## config.mk

```make
export PLATFORM = sky130hd
export DESIGN_NAME = lfsr_urng
export DESIGN_NICKNAME = d
export VERILOG_FILES = /design/src/rtl/lfsr_urng.sv
export SDC_FILE = /design/constraint.sdc
export NUM_CORES = 1
export LEC_CHECK = 0
export ABC_CLOCK_PERIOD_IN_PS = 2700
export BUFFER_PORTS_ARGS = -buffer_cell sky130_fd_sc_hd__buf_4
export CORE_ASPECT_RATIO = 1.5
export CORE_UTILIZATION = 50
export DETAILED_ROUTE_END_ITERATION = 8
export PLACE_DENSITY = 0.84
export REMOVE_ABC_BUFFERS = 1
export SLEW_MARGIN = 40
export SYNTH_ARGS = -nofsm -noshare
export SYNTH_HDL_FRONTEND = slang
export SYNTH_SLANG_ARGS = --single-unit
```

## constraint.sdc

```tcl
create_clock -name clk -period 2.7 [get_ports clk]
set_clock_uncertainty 0.05 [all_clocks]
set_input_delay 0.54 -clock clk [delete_from_list [all_inputs] [get_ports clk]]
set_output_delay 0.54 -clock clk [all_outputs]
set_load 0.05 [all_outputs]
```

## src/rtl/lfsr_urng.sv

```systemverilog
// 32-bit Fibonacci LFSR (x^32+x^22+x^2+x+1), STEPS bit-steps per enabled clock.
// Optional lock-up guard against the all-zero state: define LFSR_LOCKUP_GUARD_EN.
module lfsr_urng #(
    parameter logic [31:0] SEED  = 32'h0000_0001,
    parameter int          STEPS = 1
) (
    input  logic        clk,
    input  logic        reset,
    input  logic        enable,
    input  logic        load,
    input  logic [31:0] seed_in,
    output logic [31:0] data,
    output logic        valid
);

    logic [31:0] r_state;
    logic        r_valid;
    logic [31:0] w_stepped;
    logic [31:0] w_load_val;
    logic        w_zero;

    function automatic logic [31:0] lfsr_step(input logic [31:0] s);
        return {s[30:0], s[31] ^ s[21] ^ s[1] ^ s[0]};
    endfunction

    // Unrolled chain of single steps; depth is fixed by STEPS.
    always_comb begin
        w_stepped = r_state;
        for (int i = 0; i < STEPS; i++) begin
            w_stepped = lfsr_step(w_stepped);
        end
    end

`ifdef LFSR_LOCKUP_GUARD_EN
    assign w_load_val = (seed_in == 32'd0) ? SEED : seed_in;
    assign w_zero     = (r_state == 32'd0);
`else
    assign w_load_val = seed_in;
    assign w_zero     = 1'b0;
`endif

    always_ff @(posedge clk or negedge reset) begin
        if (!reset) begin
            r_state <= SEED;
            r_valid <= 1'b0;
        end else if (load) begin
            r_state <= w_load_val;
            r_valid <= 1'b0;
        end else if (w_zero) begin
            r_state <= SEED;
            r_valid <= 1'b0;
        end else if (enable) begin
            r_state <= w_stepped;
            r_valid <= 1'b1;
        end else begin
            r_valid <= 1'b0;
        end
    end

    assign data  = r_state;
    assign valid = r_valid;

endmodule

```

==> impl_metrics.csv <==
group,metric,value,unit
route,drt.antenna.violating_nets,0,
placement,place_hpwl,2.472,mm
synthesis,yosysWarnings,0,
power_and_ir_drop,p_sw_frac,0.3347,
timing,finalMaxSlewViolations,0,
timing,rsz_0062_raised_after_global_routing,"false",
timing,finalSetupViolations,0,
setup_path,arrival,1.07,ns
route,drt-wirelength-per-cell,13.64,um
floorplan,chipWidth,47.36,um
setup_path,worst_setup_path_end_kind,"output port",
global_routing,grt_use_total,0.2409,
layout,nNetsFinal,249,
clock_network,cts_resized,0,
clock_network,insertion_delay,0.28,ns
global_routing,grt_first_pass_wirelength,5.733,mm
power_and_ir_drop,irDropWorstVdd,548.3,uV
clock_network,ctsLongestPathBuffers,2,
clock_network,postCtsSetupRepairBufs,0,
power_and_ir_drop,power_frac_comb,0.291,
global_routing,globalRoute.totalOverflow,0,
floorplan,design.die.area,3316,um^2
setup_path,cp.buffers_inverters,1,
clock_network,clk_pin_slew_worst_paths,0.07,ns
route,detailedRoute.firstPassIterationCount,4,
floorplan,core_area,2913,um^2
layout,sequential_standard_cell_area,827.0,um^2
setup_path,timing.critical_path.required,2.11,ns
global_routing,grt_antenna_before_repair,0,
timing,timing.max_slew.rel_slack,0.6421,
floorplan,die_h,70.03,um
timing,worstMarginPinSlew,0.5368,ns
clock_network,cts-htree-levels,2,
power_and_ir_drop,cellLeakagePower,0.001104,uW
layout,multi_input_area,661.9,um^2
placement,gp_congestion,0.7123,
timing,final_hold_viol_count,0,
synthesis,syn_avg_cell_area,10.42,um^2
power_and_ir_drop,powerDensity,694.6,nW/um^2
power_and_ir_drop,share_clk_of_total_power,0.312,
route,vias_per_cell,5.261,
layout,final_layout_size_suffix_gt1_frac,0.3598,
timing,timing.fmax,601.8,MHz
global_routing,grt_max_degree,70,
clock_network,clock_sink_count,33,
placement,placement.cell_area,2056,um^2
global_routing,grt_pass1_vias,1278,
layout,syn_to_final_growth,40.79,%
setup_path,cp_top_family,"flip-flops",
clock_network,cts.hold.buffers_added,0,
synthesis,synth.yosys.seq_area_share,0.5361,
placement,port_buffers,68,
timing,final.min_clock_period,1.662,ns
power_and_ir_drop,internal_power,1004,uW
synthesis,syn-cell-area,1543,um^2
setup_path,critPathMaxFanout,7,
synthesis,synthCells,148,
layout,final_cell_mix,"69 x sky130_fd_sc_hd__buf_4, 32 x sky130_fd_sc_hd__o21ai_0, 32 x sky130_fd_sc_hd__dfrtp_1",
layout,final_core_utilization,0.7457,
route,dr.first_iter.drc_count,15,
setup_path,crit_chain,"buf_4",
power_and_ir_drop,p_switching,504.9,uW
layout,layout.filler_cells,220,
clock_network,clock_tree_from_tritoncts,"built",
layout,layout.cell_area.non_filler,2172,um^2
power_and_ir_drop,seq_power_share,0.398,
synthesis,synth.ff_latch_count,33,
setup_path,critical_path_class,"reg -> out",
setup_path,startpoint_type,"register",
timing,totalNegativeSetupSlack,0,ns
synthesis,count_of_cell_types_in_the_netlist,16,
setup_path,cpMaxStageDelayCell,"sky130_fd_sc_hd__dfstp_2",
setup_path,critical_path.max_stage_delay,0.58,ns
status,outcome,"complete, no violations",
route,wirelength,3.450,mm
timing,finalHoldWorstSlack,0.1403,ns
hold_path,holdCritPathClass,"in -> async",
floorplan,cell_row_count,24,
layout,final_common_cell,"sky130_fd_sc_hd__buf_4",
floorplan,start_util,0.5296,
clock_network,cts_root_buffer,"sky130_fd_sc_hd__clkbuf_8",
power_and_ir_drop,total_power,1509,uW
timing,layout_worst_path_cycle_share,0.6155,
run,drv_cap,0,
route,drt_drc_violations_left,0,
route,detailroute.via_count,1331,
clock_network,cts_made_buffers,5,
layout,number_of_inserted_diodes,0,
floorplan,top_level_ports,69,
-- Yosys cell counts --
master,n,area share
sky130_fd_sc_hd__buf_1,1,0.0024
sky130_fd_sc_hd__nand2_1,31,0.075
sky130_fd_sc_hd__or4b_1,1,0.0065
sky130_fd_sc_hd__clkbuf_1,4,0.0097
sky130_fd_sc_hd__nand3b_1,2,0.0097
sky130_fd_sc_hd__nor3b_1,2,0.0097
sky130_fd_sc_hd__mux2i_1,31,0.20
sky130_fd_sc_hd__o21ai_0,32,0.10
sky130_fd_sc_hd__a21oi_1,2,0.0065
sky130_fd_sc_hd__dfrtp_1,32,0.52
sky130_fd_sc_hd__dfstp_2,1,0.017
sky130_fd_sc_hd__xnor2_1,1,0.0057
sky130_fd_sc_hd__buf_2,4,0.013
sky130_fd_sc_hd__nor4bb_1,1,0.0065
sky130_fd_sc_hd__buf_4,2,0.0097
sky130_fd_sc_hd__nor2b_1,1,0.0041
-- sequential cells by signal, indices dropped and copies added (netlist names) --
signal,cells
valid,1
data,32
-- routing by layer --
metal,wire (um),share of wire,track usage
met1,1376,0.40,0.2907
met5,0,0,0
met4,61,0.018,0.07619
met3,138,0.040,0.07752
met2,1874,0.54,0.3912
-- stage by stage --
stage               worst slack, ns  std cells
floorplan                     1.236        137
global placement             0.9782        245
detailed placement           0.9488        245
CTS                           1.025        253
global route                 0.9890        253
finish                        1.038        253
-- area by class of cell --
type                            instances  share of cell area
Sequential cell                        33              0.3808
Multi-Input combinational cell        104              0.3047
Timing Repair Buffer                   69              0.2385
Clock buffer                            7             0.03975
Tap cell                               39             0.02247
Clock inverter                          1             0.01382
-- worst paths after layout --
path,start,to,slack (ns),cells after the start
max,data[0],data[0],1.04,1
min,reset,data[17],0.14,1
max reg2reg,data[21],data[0],1.39,3
min reg2reg,data[12],data[13],0.56,2
max in group asynchronous,reset,data[0],2.14,1
min in group clk,seed_in[18],data[18],0.42,3
-- cell families after synthesis --
| logic type | share of synthesized area |
|---|---|
| and+or+nand+nor | 0.1119 |
| AOI/OAI and AO/OA | 0.1103 |
| DFF | 0.5361 |
| muxes | 0.2011 |
| buffers and inverters | 0.03487 |
| xor gates and xnor gates | 0.005678 |
-- power groups by stage --
| stage | logic [uW] | clock network, uW | registers [uW] |
|---|---|---|---|
| 3_3_place_gp | 432 | 0 | 605 |
| 2_1_floorplan | 78.2 | 0 | 786 |
| 3_5_place_dp | 442 | 0 | 608 |
| 5_1_grt | 468 | 498 | 607 |
| 6_report | 439 | 470 | 600 |
| 4_1_cts | 443 | 477 | 600 |
No activity file was read; power rests on OpenSTA's default activity.
